`src/rtl/ce_gen_bank.sv`:
```
// Bank of independent clock-enable generators for the clk_sys domain.
// Each channel divides clk_sys by (div_active+1) and can also emit a mid-period enable.
module ce_gen_bank #(
    parameter int CHANNELS = 2,
    parameter int CNT_W    = 4,
    parameter int DIV_RST  = 5
) (
    input  logic                      clk_sys,
    input  logic                      reset,
    input  logic [CHANNELS*CNT_W-1:0] div,
    input  logic [CHANNELS-1:0]       en,
    input  logic                      resync,
    output logic [CHANNELS-1:0]       ce,
    output logic [CHANNELS-1:0]       ce_mid,
    output logic [CHANNELS*CNT_W-1:0] div_active,
    output logic [CHANNELS-1:0]       pending
);

    localparam logic [CNT_W-1:0] DIV_RST_V = CNT_W'(DIV_RST);
    localparam logic [CNT_W:0]   ONE_EXT   = (CNT_W+1)'(1);

    for (genvar k = 0; k < CHANNELS; k++) begin : g_ch
        logic [CNT_W-1:0] count;
        logic [CNT_W-1:0] div_req;
        logic [CNT_W-1:0] div_cur;
        logic [CNT_W:0]   half;
        logic             ce_q;
        logic             mid_q;
        logic             wrap;
        logic             mid_hit;

        assign div_req = div[k*CNT_W +: CNT_W];

        // One extra bit keeps D+1 exact when D is all ones.
        assign half    = ({1'b0, div_cur} + ONE_EXT) >> 1;
        assign wrap    = (count == div_cur);
        assign mid_hit = (div_cur != '0) && ({1'b0, count} == half);

        // NOTE: state registers use non-blocking assignments so every channel
        // samples the values from before the edge, independent of statement order.
        always_ff @(posedge clk_sys or posedge reset) begin
            if (reset) begin
                count   <= '0;
                ce_q    <= 1'b0;
                mid_q   <= 1'b0;
                div_cur <= DIV_RST_V;
            end else if (resync || !en[k]) begin
                count   <= '0;
                ce_q    <= 1'b0;
                mid_q   <= 1'b0;
                div_cur <= div_req;
            end else begin
                mid_q <= mid_hit;
                if (wrap) begin
                    // The requested ratio is only adopted here, so a period is never cut short.
                    count   <= '0;
                    ce_q    <= 1'b1;
                    div_cur <= div_req;
                end else begin
                    count <= count + 1'b1;
                    ce_q  <= 1'b0;
                end
            end
        end

        assign ce[k]                          = ce_q;
        assign ce_mid[k]                      = mid_q;
        assign div_active[k*CNT_W +: CNT_W]   = div_cur;
        assign pending[k]                     = en[k] && (div_req != div_cur);
    end

endmodule
```
`config.mk`:
```
export PLATFORM = sky130hd
export DESIGN_NAME = ce_gen_bank
export DESIGN_NICKNAME = d
export VERILOG_FILES = /design/src/rtl/ce_gen_bank.sv
export SDC_FILE = /design/constraint.sdc
export NUM_CORES = 1
export LEC_CHECK = 0
export CORE_UTILIZATION = 50
export DETAILED_ROUTE_END_ITERATION = 10
export GPL_ROUTABILITY_DRIVEN = 0
export PLACE_DENSITY = 0.76
export SKIP_CTS_REPAIR_TIMING = 1
export SLEW_MARGIN = 25
export SYNTH_ARGS = -nofsm -noshare
export SYNTH_HDL_FRONTEND = slang
export SYNTH_SLANG_ARGS = --single-unit
```
`constraint.sdc`:
```
create_clock -name clk_sys -period 2.36 [get_ports clk_sys]
set_input_delay 0.236 -clock clk_sys [delete_from_list [all_inputs] [get_ports clk_sys]]
set_output_delay 0.236 -clock clk_sys [all_outputs]
set_load 0.005 [all_outputs]
```
==> results.toml <==
[cells_and_area]
syn2layout_area_growth_pct = 21.8
n_fill_cell = 195
antenna_cells = 0
nNetsFinal = 158
drive_gt1_frac = 0.123

[worst_setup_path]
crit_path_cell_trace = "xor2_1, o41a_1, clkdlybuf4s50_1"
r2r_slack_ps = 450
start_kind = "register"
cp_top_family = "flip-flops"
critPathBufInv = 1
r2r_end = "g_ch[0].mid_q$_DFF_PP0_"
crit_path_max_incr_delay_ps = 640
cp.depth = 3
timing.rr.start = "g_ch[0].div_cur[0]$_DFFE_PP1P_"
rr_worst_depth = 5
crit_path_end_kind = "primary output"
crit_fanout = 8
worstSetupPathType = "register to primary output"
setup.worst_path.end = "pending[0]"
cp_slowest_cell = "dfstp_2"
cp.arrival_ps = 1890
worst_ep_required_time_ps = 2120
cp-startpoint = "g_ch[0].div_cur[2]$_DFFE_PP1P_"

[routing]
ant_nets = 0
detail_route.wl_per_cell_um = 13.0
dr.pass1.iters = 4
viasPerCell = 5.17
dr_total_vias = 858
wl_um = 2150
drc = 0
drt_iter0_drc = 3

[clock_network]
h-tree-depth = 1
cts_tree = "yes"
clkLatencyLatePin_ps = 300
clkTransAtPathRegs_ps = 120
numCtsBuffers = 3
clockRootBuffer = "clkbuf_4"
cts_sinks = 20
clk_path_buf_depth = 2

[sta]
setup_viol = 0
min_period_ps = 2130
min_period_over_period = 0.902
hold_violations = 0
grt_setup_unrepaired = "false"
max_slew_margin = 0.489
fin_worst_skew_ps = 3.69
fin_ws_ps = 231
fin_tns_setup_ps = 0
slew_violations = 0
fmax_mhz = 470
tightestPinTransition_ps = 765

[synth]
yosysMostFrequentCell = "dfrtp_1"
synth-edff-count = 0
syn_nets = 136
yosysWarnings = 0
netlist_instances = 117
ys_ff_latch = 20
synth.largest_area_cell = "dfrtp_1"
ys_seq_area_frac = 0.411
synth_ff_type = "dfrtp_1"
syn_area_per_cell_um2 = 10.5
syn_area_mm2 = 0.00123
synth-async-reset-ratio = 1.00
synth_area_leaders = "dfrtp_1 (33%), xnor2_1 (11%), xor2_1 (10%), dfstp_2 (8.6%), mux2_2 (7.3%)"
yosysTopAreaCellShare = 0.326
ys_types = 26
synth_common_cells = "dfrtp_1 (16), xnor2_1 (15), xor2_1 (14), nor2_1 (10), mux2_2 (8)"

[pwr]
p_seq_frac = 0.515
cellPowerDensity_mw_per_mm2 = 525
p_leak_nw = 0.641
switchingPower_mw = 0.216
p_comb_frac = 0.227
p_total_mw = 0.785
vdd_drop_max_mv = 0.360
p_sw_frac = 0.275
clkPwrFrac = 0.258
p_int_mw = 0.569

[global_route]
track_usage = 0.189
grt_util_met2 = 0.325
grt_pass1_wl_um = 3670
busiest_layer = "met2"
grtUsageMet3 = 0.0380
grt_pass1_vias = 838
grt.met1_usage = 0.234
grt_max_degree = 21
overflow = 0
antenna_found_initial = 0

[floorplanning]
io_pins = 27
initial_core_util = 0.545
core_mm2 = 0.00225
dieArea_mm2 = 0.00266
die_w_um = 51.6
dieHeight_um = 51.6
num_rows = 17

[placement]
dp_hpwl_um = 1640
numPortBuffers = 26
place_ws_ps = 436

[flow_run]
max_cap_viol_count = 0

[run_status]
outcome = "completed"

[min_path]
min_path_type = "input port to asynchronous set/reset pin"
[power by group through the flow]
stage,combinational (mW),clock [mW],sequential (mW)
floorplan,0.127,0,0.393
global placement,0.175,0,0.409
detailed placement,0.180,0,0.411
CTS,0.181,0.206,0.404
global route,0.199,0.218,0.409
finish,0.178,0.203,0.404
[per-layer routing]
metal	vias up	part of all wire
met5	-	0
met4	0	0.0074
met3	2	0.034
met2	19	0.49
met1	415	0.47
li1	422	-
[cells in the final DEF (no fill, tap or decap), drive strengths merged]
| cell | count |
|---|---|
| a2111oi | 2 |
| a21oi | 1 |
| a31oi | 1 |
| and3 | 1 |
| clkbuf | 4 |
| clkdlybuf4s50 | 26 |
| dfrtp | 16 |
| dfstp | 4 |
| ha | 6 |
| inv | 7 |
| mux2 | 8 |
| nand2 | 5 |
| nand2b | 2 |
| nand3 | 6 |
| nand4 | 2 |
| nor2 | 10 |
| nor2b | 2 |
| o21ai | 2 |
| o41a | 2 |
| or2b | 1 |
| or3b | 1 |
| xnor2 | 15 |
| xor2 | 14 |
[worst min-delay path by stage]
stage                                       to  cells after the start                  startpoint  slack (ps)
floorplan               g_ch[0].ce_q$_DFF_PP0_                      1                       reset         200
global placement    g_ch[1].count[0]$_DFF_PP0_                      1  g_ch[1].count[0]$_DFF_PP0_         540
detailed placement  g_ch[0].count[0]$_DFF_PP0_                      1  g_ch[0].count[0]$_DFF_PP0_         560
CTS                     g_ch[0].ce_q$_DFF_PP0_                      2                       reset         390
global route            g_ch[0].ce_q$_DFF_PP0_                      2                       reset         430
finish                  g_ch[1].ce_q$_DFF_PP0_                      2                       reset         370
[cell families after synthesis]
family                   share of synthesized area
AND/OR/NAND/NOR                              0.119
XOR/XNOR                                     0.207
flip-flops                                   0.411
buffers and inverters                       0.0733
AO/OA/AOI/OAI                               0.0550
multiplexers                                0.0733
adder cells (fa/ha/maj)                     0.0611
[stage by stage]
| stage | instances | utilization | instance area (um2) | hold WS [ps] |
|---|---|---|---|---|
| floorplan | 117 | - | 1230 | 197 |
| detailed placement | 162 | 0.648 | 1460 | 560 |
| global route | 166 | 0.664 | 1500 | 427 |
| global placement | 162 | 0.648 | 1460 | 541 |
| finish | 166 | 0.664 | 1500 | 368 |
| CTS | 166 | 0.664 | 1500 | 389 |
[state kept, by name (all words and copies together), names as in the netlist]
name and flops:
g_ch.count 8, g_ch.mid_q 2, g_ch.div_cur 8, g_ch.ce_q 2
[area by class of cell]
type	instances	area, um2	area share
well taps	28	35.0	0.0234
repair buffers	26	260	0.174
multi-input cells	81	633	0.423
flip-flops and latches	20	505	0.338
clock buffers	4	36.3	0.0242
inverters	7	26.3	0.0176
Note: power is estimated with default switching activity, not from simulation.
